[src/rtl/ram_port_arbiter_if.sv]
// Bundle between the RAM port arbiter and its two requesters, the clear
// control, and RAM port A of dp_ram_init.
interface ram_port_arbiter_if #(
    parameter int DATA_WIDTH = 36,
    parameter int ADDR_WIDTH = 10
);
    logic [1:0]            req_valid;
    logic [1:0]            req_ready;
    logic [1:0]            req_we;
    logic [ADDR_WIDTH-1:0] req_addr0;
    logic [ADDR_WIDTH-1:0] req_addr1;
    logic [DATA_WIDTH-1:0] req_wdata0;
    logic [DATA_WIDTH-1:0] req_wdata1;
    logic [1:0]            rsp_valid;
    logic [DATA_WIDTH-1:0] rsp_rdata;
    logic                  clear_start;
    logic [DATA_WIDTH-1:0] clear_value;
    logic                  clear_busy;
    logic                  clear_done;
    logic                  ram_wr_en;
    logic [ADDR_WIDTH-1:0] ram_addr;
    logic [DATA_WIDTH-1:0] ram_din;
    logic [DATA_WIDTH-1:0] ram_dout;

    modport slave (
        input  req_valid, req_we, req_addr0, req_addr1, req_wdata0, req_wdata1,
        input  clear_start, clear_value, ram_dout,
        output req_ready, rsp_valid, rsp_rdata, clear_busy, clear_done,
        output ram_wr_en, ram_addr, ram_din
    );

    modport master (
        output req_valid, req_we, req_addr0, req_addr1, req_wdata0, req_wdata1,
        output clear_start, clear_value, ram_dout,
        input  req_ready, rsp_valid, rsp_rdata, clear_busy, clear_done,
        input  ram_wr_en, ram_addr, ram_din
    );
endinterface

[src/rtl/ram_port_arbiter.sv]
// Round-robin arbiter for two requesters on one RAM port, with a clear
// sequencer that takes the port exclusively and fills every address.
module ram_port_arbiter #(
    parameter int DATA_WIDTH = 36,
    parameter int ADDR_WIDTH = 10
) (
    input  logic               clk,
    input  logic               rst_n,
    ram_port_arbiter_if.slave  bus
);
    typedef enum logic [0:0] {ST_IDLE = 1'b0, ST_CLEAR = 1'b1} state_t;

    // One extra counter bit keeps the terminal compare from aliasing with 0.
    localparam logic [ADDR_WIDTH:0] LAST_CNT = {1'b0, {ADDR_WIDTH{1'b1}}};
    localparam logic [ADDR_WIDTH:0] ONE_CNT  = {{ADDR_WIDTH{1'b0}}, 1'b1};

    state_t                state_r, state_s;
    logic [ADDR_WIDTH:0]   cnt_r, cnt_s;
    logic [DATA_WIDTH-1:0] fill_r, fill_s;
    logic                  last_r, last_s;
    logic [1:0]            grant_s;
    logic [1:0]            rsp_valid_r, rsp_valid_s;
    logic                  busy_r;
    logic                  done_r, done_s;
    logic                  ram_wr_en_s;
    logic [ADDR_WIDTH-1:0] ram_addr_s;
    logic [DATA_WIDTH-1:0] ram_din_s;

    // Arbitration, RAM port drive and clear sequencing for the current cycle.
    always_comb begin
        state_s     = state_r;
        cnt_s       = cnt_r;
        fill_s      = fill_r;
        last_s      = last_r;
        grant_s     = 2'b00;
        done_s      = 1'b0;
        rsp_valid_s = 2'b00;
        ram_wr_en_s = 1'b0;
        ram_addr_s  = {ADDR_WIDTH{1'b0}};
        ram_din_s   = {DATA_WIDTH{1'b0}};
        case (state_r)
            ST_IDLE: begin
                // last_r set means requester 1 was served last, so 0 wins a tie.
                if (bus.req_valid == 2'b11) begin
                    grant_s = last_r ? 2'b01 : 2'b10;
                end else if (bus.req_valid[0]) begin
                    grant_s = 2'b01;
                end else if (bus.req_valid[1]) begin
                    grant_s = 2'b10;
                end else begin
                    grant_s = 2'b00;
                end
                if (grant_s[0]) begin
                    ram_wr_en_s = bus.req_we[0];
                    ram_addr_s  = bus.req_addr0;
                    ram_din_s   = bus.req_wdata0;
                    last_s      = 1'b0;
                end else if (grant_s[1]) begin
                    ram_wr_en_s = bus.req_we[1];
                    ram_addr_s  = bus.req_addr1;
                    ram_din_s   = bus.req_wdata1;
                    last_s      = 1'b1;
                end else begin
                    last_s      = last_r;
                end
                rsp_valid_s = grant_s & ~bus.req_we;
                if (bus.clear_start) begin
                    state_s = ST_CLEAR;
                    cnt_s   = {(ADDR_WIDTH+1){1'b0}};
                    fill_s  = bus.clear_value;
                end else begin
                    state_s = ST_IDLE;
                end
            end
            ST_CLEAR: begin
                ram_wr_en_s = 1'b1;
                ram_addr_s  = cnt_r[ADDR_WIDTH-1:0];
                ram_din_s   = fill_r;
                if (cnt_r == LAST_CNT) begin
                    state_s = ST_IDLE;
                    cnt_s   = {(ADDR_WIDTH+1){1'b0}};
                    done_s  = 1'b1;
                end else begin
                    cnt_s   = cnt_r + ONE_CNT;
                end
            end
            default: begin
                state_s = ST_IDLE;
                cnt_s   = {(ADDR_WIDTH+1){1'b0}};
            end
        endcase
    end

    // State, counter, pointer and registered status/response flags.
    always_ff @(posedge clk or negedge rst_n) begin
        if (!rst_n) begin
            state_r     <= ST_IDLE;
            cnt_r       <= {(ADDR_WIDTH+1){1'b0}};
            fill_r      <= {DATA_WIDTH{1'b0}};
            last_r      <= 1'b1;
            rsp_valid_r <= 2'b00;
            busy_r      <= 1'b0;
            done_r      <= 1'b0;
        end else begin
            state_r     <= state_s;
            cnt_r       <= cnt_s;
            fill_r      <= fill_s;
            last_r      <= last_s;
            rsp_valid_r <= rsp_valid_s;
            busy_r      <= (state_s == ST_CLEAR);
            done_r      <= done_s;
        end
    end

    assign bus.req_ready  = grant_s;
    assign bus.ram_wr_en  = ram_wr_en_s;
    assign bus.ram_addr   = ram_addr_s;
    assign bus.ram_din    = ram_din_s;
    assign bus.rsp_valid  = rsp_valid_r;
    // RAM output is only meaningful the cycle after an accepted read.
    assign bus.rsp_rdata  = (rsp_valid_r != 2'b00) ? bus.ram_dout : {DATA_WIDTH{1'b0}};
    assign bus.clear_busy = busy_r;
    assign bus.clear_done = done_r;
endmodule

[src/flat_wrapper.sv]
// flat-port wrapper written by rule: the top's interface ports become plain ports
module ram_port_arbiter_flat 
#(
    parameter int DATA_WIDTH = 36,
    parameter int ADDR_WIDTH = 10
)
  (clk, rst_n, bus_req_valid, bus_req_we, bus_req_addr0, bus_req_addr1, bus_req_wdata0, bus_req_wdata1, bus_clear_start, bus_clear_value, bus_ram_dout, bus_req_ready, bus_rsp_valid, bus_rsp_rdata, bus_clear_busy, bus_clear_done, bus_ram_wr_en, bus_ram_addr, bus_ram_din);
  ram_port_arbiter_if #(.DATA_WIDTH(DATA_WIDTH), .ADDR_WIDTH(ADDR_WIDTH)) bus_i ();
  input  logic clk;
  input  logic rst_n;
  input wire logic [$bits(bus_i.req_valid)-1:0] bus_req_valid;
  input wire logic [$bits(bus_i.req_we)-1:0] bus_req_we;
  input wire logic [$bits(bus_i.req_addr0)-1:0] bus_req_addr0;
  input wire logic [$bits(bus_i.req_addr1)-1:0] bus_req_addr1;
  input wire logic [$bits(bus_i.req_wdata0)-1:0] bus_req_wdata0;
  input wire logic [$bits(bus_i.req_wdata1)-1:0] bus_req_wdata1;
  input wire logic [$bits(bus_i.clear_start)-1:0] bus_clear_start;
  input wire logic [$bits(bus_i.clear_value)-1:0] bus_clear_value;
  input wire logic [$bits(bus_i.ram_dout)-1:0] bus_ram_dout;
  output wire logic [$bits(bus_i.req_ready)-1:0] bus_req_ready;
  output wire logic [$bits(bus_i.rsp_valid)-1:0] bus_rsp_valid;
  output wire logic [$bits(bus_i.rsp_rdata)-1:0] bus_rsp_rdata;
  output wire logic [$bits(bus_i.clear_busy)-1:0] bus_clear_busy;
  output wire logic [$bits(bus_i.clear_done)-1:0] bus_clear_done;
  output wire logic [$bits(bus_i.ram_wr_en)-1:0] bus_ram_wr_en;
  output wire logic [$bits(bus_i.ram_addr)-1:0] bus_ram_addr;
  output wire logic [$bits(bus_i.ram_din)-1:0] bus_ram_din;
  assign bus_i.req_valid = bus_req_valid;
  assign bus_i.req_we = bus_req_we;
  assign bus_i.req_addr0 = bus_req_addr0;
  assign bus_i.req_addr1 = bus_req_addr1;
  assign bus_i.req_wdata0 = bus_req_wdata0;
  assign bus_i.req_wdata1 = bus_req_wdata1;
  assign bus_i.clear_start = bus_clear_start;
  assign bus_i.clear_value = bus_clear_value;
  assign bus_i.ram_dout = bus_ram_dout;
  assign bus_req_ready = bus_i.req_ready;
  assign bus_rsp_valid = bus_i.rsp_valid;
  assign bus_rsp_rdata = bus_i.rsp_rdata;
  assign bus_clear_busy = bus_i.clear_busy;
  assign bus_clear_done = bus_i.clear_done;
  assign bus_ram_wr_en = bus_i.ram_wr_en;
  assign bus_ram_addr = bus_i.ram_addr;
  assign bus_ram_din = bus_i.ram_din;
  ram_port_arbiter #(.DATA_WIDTH(DATA_WIDTH), .ADDR_WIDTH(ADDR_WIDTH)) u_core (.clk(clk), .rst_n(rst_n), .bus(bus_i));
endmodule
[config.mk]
export PLATFORM = sky130hd
export DESIGN_NAME = ram_port_arbiter_flat
export DESIGN_NICKNAME = d
export VERILOG_FILES = /design/src/rtl/ram_port_arbiter_if.sv /design/src/rtl/ram_port_arbiter.sv /design/src/flat_wrapper.sv
export SDC_FILE = /design/constraint.sdc
export NUM_CORES = 1
export LEC_CHECK = 0
export ABC_AREA = 1
export CORE_MARGIN = 3
export CORE_UTILIZATION = 36
export CTS_BUF_LIST = sky130_fd_sc_hd__clkbuf_16
export CTS_CLUSTER_DIAMETER = 150
export DETAILED_ROUTE_END_ITERATION = 10
export PLACE_DENSITY = 0.9
export RECOVER_POWER = 25
export SLEW_MARGIN = 20
export SYNTH_ARGS = -nofsm -noshare
export SYNTH_HDL_FRONTEND = slang
export SYNTH_SLANG_ARGS = --single-unit
[constraint.sdc]
create_clock -name clk -period 2.9 [get_ports clk]
set_input_delay 0.87 -clock clk [delete_from_list [all_inputs] [get_ports clk]]
set_output_delay 0.87 -clock clk [all_outputs]
set_load 0.05 [all_outputs]
# Word level (Yosys, flattened, before mapping)
# Cells that the tools add are included.
# Widths: inputs -> output; s select.
# totals
ff_bits,52
in_bits,171
out_inout_bits,89
# op_classes
addsub,1
n_eq_ne,3
mux,27
n_bitwise,3
n_reduce_logical,4
# op_table
cell,count
$mux 36,3
$pmux 36 s2,1
$mux 11,2
$pmux 11 s2,1
$mux 10,2
$pmux 10 s2,1
$mux 2,7
$add 11x1->11 const B,1
$eq 11x10->1 const B,1
$mux 1,8
$pmux 1 s2,2
$reduce_and 2->1,2
$reduce_bool 2->1,2
$and 2x2->2,1
$eq 2x2->1 const B,1
$ne 2x2->1 const B,1
$not 2->2,1
$not 1->1,1

# Depth between registers and ports, before layout
# Gate-level depths: netlist of the first run.
# logic_depth
word_depth,7
ltp_mapped,8

# Worst setup path before layout of the first run
# No wires, ideal clock.
# synth_path
kind,input to output
from,input port bus_req_valid[1]
to,output port bus_ram_din[27]
arrival_ps,1881
required_ps,2030
path_slack_ps,149
stages,6
n_path_buf,1
path_cell_list,inv_1 > o21ai_2 > nor2_4 > buf_2 > nand2_1 > nand3_1
# synth_via
elab_chain_len,7
# synth_lines
element,line_no,text
from (decl),flat_wrapper.sv:11,input wire logic [$bits(bus_i.req_valid)-1:0] bus_req_valid;
$mux 2,ram_port_arbiter.sv:48,end else if (bus.req_valid[1]) begin
$mux 2,ram_port_arbiter.sv:46,end else if (bus.req_valid[0]) begin
$mux 2 *,ram_port_arbiter.sv:44,if (bus.req_valid == 2'b11) begin
$mux 2 *,ram_port_arbiter.sv:41,case (state_r)
$mux 36,ram_port_arbiter.sv:58,end else if (grant_s[1]) begin
$mux 36 *,ram_port_arbiter.sv:53,if (grant_s[0]) begin
$pmux 36 s2 *,ram_port_arbiter.sv:41,
to (decl),flat_wrapper.sv:27,output wire logic [$bits(bus_i.ram_din)-1:0] bus_ram_din;
# Every way passes the cells marked *; elsewhere a longest branch is shown, timed or not. The select of a mux whose other input is x is not followed.

# Worst setup path in the final report of the first run
# layout_path
from,input port bus_req_valid[0]
to,output port bus_ram_din[16]
# layout_via
elab_chain_len,6
# layout_lines
element,line_no
$eq 2x2->1 or $mux 2 (tied branches),"ram_port_arbiter.sv:44, ram_port_arbiter.sv:46"
$mux 2 *,ram_port_arbiter.sv:44
$mux 2 *,ram_port_arbiter.sv:41
$mux 36,ram_port_arbiter.sv:58
$mux 36 *,ram_port_arbiter.sv:53
$pmux 36 s2 *,ram_port_arbiter.sv:41
# Marks and branches as above.

==> impl_metrics.tcl, run 1 <==
set metrics [dict create \
    drive_gt1_share_pct 26.4 \
    critPathKind "in2out" \
    die_y_microns 101 \
    drc 0 \
    ys_ff_latch 52 \
    grt_setup_unrepaired "yes" \
    cts_max_level 2 \
    status "completed" \
    clkTransAtPathRegs_ns 0.07 \
    ir_drop_mv 0.820 \
    yosys_warnings 0 \
    cts_buffers 5 \
    start_util_pct 37.4 \
    final_common_cell "clkdlybuf4s50_1" \
    finClkSkew_ns 0.00952 \
    crit_path_max_fanout 15 \
    p_leak_nw 3.32 \
    min_period_ns 2.87 \
    hp-class "reg2reg" \
    worst_r2r_path_depth 5 \
    cts_tree "done" \
    cpLargestDelayFamily "buffers and inverters" \
    crit_cells 7 \
    tns_ns 0 \
    maxSlewViolCount 0 \
    io_buffers 259 \
    cpPeakStageDelay_ns 0.25 \
    drtIter0Drc 131 \
    crit_arrival_ns 2.00 \
    max_freq_ghz 0.349 \
    finalInstanceArea_sq_um 7170 \
    synth_area_sq_um 3270 \
    antenna_left 0 \
    maxCapViolCount 0 \
    root_buffer "clkbuf_16" \
    grt_pass1_wl_mm 22.3 \
    placed_area_sq_um 6890 \
    vias 4063 \
    diodes 0 \
    setup_viol 0 \
    cts_buffer_depth 2 \
    path_common_cell "buf_12" \
    final_cell_mix "clkdlybuf4s50_1, nand2_1, buf_12" \
    clock-sinks 52 \
    viasPerCell 5.00 \
    ys_types 26 \
    grt_pass1_vias 4361 \
    routabilityCongestion 0.963 \
    cp-end-kind "primary output" \
    avgSynthCellArea_sq_um 7.37 \
    grt_antenna_before_repair 0 \
    first_pass_iters 5 \
    worstPathCellList "clkdlybuf4s15_2, a21oi_4, buf_6, buf_12, nand2_1, nand3_2, buf_12" \
    grt.total_usage_pct 28.0 \
    start_kind "input port" \
    power.density_nw_per_um2 967 \
    row_count 34 \
    grt_max_degree 53 \
    ys_seq_area_share_pct 39.8 \
    routed_wl_mm 14.9 \
    dp_hpwl_mm 11.6 \
    synth_nets 616 \
    io_pins 260 \
    crit_required_ns 2.03 \
    period_share_pct 98.8 \
    overflow 0 \
    hold_viol 0 \
    dieWidth_microns 101 \
    insertion_delay_ns 0.28 \
    final_nets 876 \
    area_growth_pct 119 \
    slew_headroom_pct 15.1 \
    dieArea_sq_um 10300 \
    wl_per_cell_microns 18.3 \
    worstHoldPathCells 1 \
    fp.coreArea_sq_um 8760 \
    path_buf_inv 4 \
    cp_slowest_cell "a21oi_4" \
    tightest_slew_ns 1.27 \
    synthesis.instances 444 \
]
power by group:
| part | switching (mW) | leakage [nW] | internal (mW) | total [mW] |
|---|---|---|---|---|
| clock network | 0.256 | 0.0754 | 0.319 | 0.575 |
| registers | 0.232 | 0.640 | 1.06 | 1.29 |
| logic | 2.71 | 2.60 | 2.36 | 5.07 |
repair_timing:
| item | CTS | global route |
|---|---|---|
| cloned | 2 | 0 |
| pin swaps | 2 | 5 |
| hold buffers | 0 | 0 |
| resized for setup | 22 | 8 |
| setup buffers | 4 | 0 |
| endpoints found under the setup margin | 49 | 22 |
sequential cells by signal, summed over array words and instances, names as in the netlist:
register and flops:
u_core.bus.clear_done 1, u_core.bus.rsp_valid 2, u_core.cnt_r 11, u_core.fill_r 36, u_core.last_r 1, u_core.state_r 1
metal layers:
metal,global-route usage (%),up-vias,wire [microns]
met5,0,-,0
met4,9.71,0,426
met3,7.44,30,1330
met2,54.3,238,8130
met1,28.5,1886,4980
li1,-,1909,-
area by class of cell:
class / instances / area, sq um
Tap cell: 108 / 135
Clock inverter: 3 / 17.5
Timing Repair Buffer: 276 / 3650
Clock buffer: 5 / 125
Inverter: 50 / 188
Multi-Input combinational cell: 319 / 1750
Sequential cell: 52 / 1300
Fill cell: 474 / 1600
path summary, 6_finish.rpt:
| check | start | end | slack, ns |
|---|---|---|---|
| max reg2reg | u_core.state_r | u_core.fill_r[15] | 1.11 |
| max | bus_req_valid[0] | bus_ram_din[16] | 0.03 |
| max in group asynchronous | rst_n | u_core.state_r | 1.11 |
| min in group asynchronous | rst_n | u_core.bus.clear_done | 0.94 |
| min | u_core.fill_r[2] | u_core.fill_r[2] | 0.51 |
| min reg2reg | u_core.fill_r[2] | u_core.fill_r[2] | 0.51 |
synthesized netlist by cell type:
cell type	n	area, sq um
a21oi_2	1	8.76
nand2_2	10	62.6
ha_1	1	12.5
o22ai_1	2	12.5
mux2_2	36	405
o21ai_1	1	5.00
o21ai_0	4	20.0
nor2_1	49	184
o211ai_1	8	60.1
nand2_1	147	552
clkbuf_1	4	15.0
buf_6	3	33.8
buf_4	4	30.0
and3_1	1	6.26
nor2_4	1	11.3
inv_2	1	3.75
inv_1	49	184
o21ai_2	1	8.76
nand3_1	47	235
a21oi_1	5	25.0
nor3_1	2	10.0
xor2_1	2	17.5
dfrtp_1	51	1280
xnor2_1	1	8.76
dfstp_2	1	26.3
buf_2	12	60.1
cell families after synthesis:
logic type / after synthesis / synth area share (%)
muxes: 36 / 12.4
xor gates and xnor gates: 3 / 0.803
adders and majority gates: 1 / 0.382
buffers and inverters: 73 / 9.97
AOI/OAI and AO/OA: 22 / 4.28
DFF: 52 / 39.8
and+or+nand+nor: 257 / 32.4
metrics by stage:
stage	total power, mW	cells	util (%)	hold slack, ns	setup slack, ns
3_3_place_gp	6.14	800	78.6	0.478	-0.216
6_report	6.93	813	81.8	0.507	0.0343
5_1_grt	7.23	813	81.8	0.524	-0.0116
3_5_place_dp	6.28	800	78.6	0.495	-0.301
4_1_cts	6.94	814	81.9	0.511	0.0250
2_1_floorplan	3.74	444	-	0.462	0.149
Note: power is estimated with default switching activity, not from simulation.
==> run 2, diff against run 1 <==
Settings changed: CORE_AREA from default to 2 2 102 104, CORE_MARGIN 3 to default, CORE_UTILIZATION 36 to default, DIE_AREA from default to 0 0 104 106, PLACE_DENSITY 0.9 to 0.84.
==> impl_metrics.tcl, run 2 (synthesized netlist as in run 1, its figures left out) <==
set metrics [dict create \
    hp-class "reg2reg" \
    power_switching_mw 3.34 \
    routed_wl_mm 17.0 \
    setup_viol 0 \
    wl_per_cell_microns 19.7 \
    p_seq_share_pct 18.0 \
    period_share_pct 99.1 \
    max_freq_ghz 0.348 \
    root_buffer "clkbuf_16" \
    clockPowerShare_pct 10.1 \
    largest_reg_flops 36 \
    slew_headroom_pct -16.5 \
    critPathKind "in2out" \
    ir_drop_mv 0.765 \
    crit_path_max_fanout 15 \
    tightest_slew_ns 1.75 \
    drtIter0Drc 298 \
    cp-end-kind "primary output" \
    internal_power_mw 4.01 \
    area_growth_pct 132 \
    combPwrFrac_pct 72.0 \
    cts_max_level 2 \
    drc 0 \
    grt_antenna_before_repair 1 \
    p_leak_nw 3.53 \
    drive_gt1_share_pct 31.0 \
    insertion_delay_ns 0.28 \
    clock-sinks 52 \
    final_nets 894 \
    start_util_pct 32.7 \
    cp_slowest_cell "nand3_1" \
    maxCapViolCount 1 \
    first_pass_iters 8 \
    dieArea_sq_um 11000 \
    power.density_nw_per_um2 965 \
    io_pins 260 \
    finClkSkew_ns 0.00808 \
    viasPerCell 5.04 \
    die_y_microns 106 \
    cpLargestDelayFamily "buffers and inverters" \
    crit_required_ns 2.03 \
    final_common_cell "clkdlybuf4s50_1" \
    status "finished, violations left" \
    start_kind "input port" \
    tns_ns 0 \
    crit_arrival_ns 2.00 \
    final_cell_mix "clkdlybuf4s50_1, nand2_1, buf_12" \
    worstPathCellList "buf_4, buf_6, a21oi_4, buf_12, buf_12, nand2_1, nand3_1, buf_12" \
    routabilityCongestion 0.884 \
    final_cell_count_no_fill 859 \
    vias 4330 \
    grt.total_usage_pct 29.8 \
    fp.coreArea_sq_um 10000 \
    row_count 37 \
    switching_share_pct 45.4 \
    cpPeakStageDelay_ns 0.17 \
    grt_pass1_vias 4732 \
    min_period_ns 2.87 \
    dp_hpwl_mm 11.0 \
    cts_tree "done" \
    maxSlewViolCount 31 \
    grt_max_degree 47 \
    placedCellCount 830 \
    antenna_left 0 \
    hold_viol 0 \
    cts_hold_buf 0 \
    io_buffers 259 \
    cts_buffer_depth 2 \
    dieWidth_microns 104 \
    clkTransAtPathRegs_ns 0.06 \
    regMostFlops "u_core.fill_r" \
    path_common_cell "buf_12" \
    violations "capacitance limit, slew limit" \
    overflow 0 \
    grt_pass1_wl_mm 25.6 \
    path_buf_inv 5 \
    cts_buffers 5 \
]
-- run 2: cell count changes in the layout (fill, tap and decap cells not counted), moves of 5 or more --
cell     change
buf_12       +5
buf_4        +7
nand2_1      -9
nand2_2      +7
nand3_1     -13
nand3_2     +13
-- run 2: what timing repair did --
item	CTS	global route
gates resized for setup	53	11
pin swaps	14	4
setup endpoints to repair	49	37
gates cloned	6	0
setup buffers	14	1
-- run 2: path summary, 6_finish.rpt --
check	start	end	slack (ns)	depth (start not counted)
min	u_core.cnt_r[4]	u_core.cnt_r[4]	0.51	1
min reg2reg	u_core.cnt_r[4]	u_core.cnt_r[4]	0.51	1
max reg2reg	u_core.state_r	u_core.cnt_r[8]	1.20	4
max in group asynchronous	rst_n	u_core.cnt_r[7]	0.62	2
min in group asynchronous	rst_n	u_core.fill_r[9]	1.04	1
max	bus_req_valid[0]	bus_ram_din[18]	0.03	8
-- run 2: area by class of cell --
class                      instances  area (sq um)
clock buffer                       5           125
inverter                          50           188
antenna                            1          2.50
sequential                        52          1300
tap                              136           170
timing repair buffer             291          3880
multi-input combinational        322          1880
clock inverter                     2          60.1
fill                             621          2390
-- run 2: power groups by stage --
stage                     clock, mW  sequential [mW]  combinational, mW
after detailed placement          0             1.29               4.96
after floorplan                   0             1.23               2.50
after CTS                     0.752             1.28               5.23
final                         0.739             1.32               5.29
after global placement            0             1.26               4.87
after global routing          0.783             1.35               5.50
-- run 2: metrics by stage --
| stage | hold WS, ns | instance area (sq um) | util [%] | total power [mW] | worst slack [ns] |
|---|---|---|---|---|---|
| after floorplan | 0.462 | 3270 | - | 3.74 | 0.149 |
| after global placement | 0.481 | 6900 | 69.0 | 6.13 | -0.894 |
| after detailed placement | 0.494 | 6900 | 69.0 | 6.25 | -0.974 |
| after CTS | 0.509 | 7580 | 75.8 | 7.26 | 0.00252 |
| after global routing | 0.530 | 7610 | 76.1 | 7.63 | -0.0102 |
| final | 0.508 | 7610 | 76.1 | 7.35 | 0.0258 |
-- run 2: layer usage --
layer,GRT usage (%),vias up,wire length [microns],share of wire (%)
li1,-,1952,-,-
met1,32.1,2092,5990,35
met2,55.8,237,9040,53
met3,6.38,49,1230,7.3
met4,13.2,0,698,4.1
met5,0,-,0,0
==> run 3, diff against run 2 <==
Settings changed: GPL_ROUTABILITY_DRIVEN from default to 1, SLEW_MARGIN 20 to default.
==> results of run 3 <==
Same layout as run 2: the final DEF is identical, and so are final timing and power.
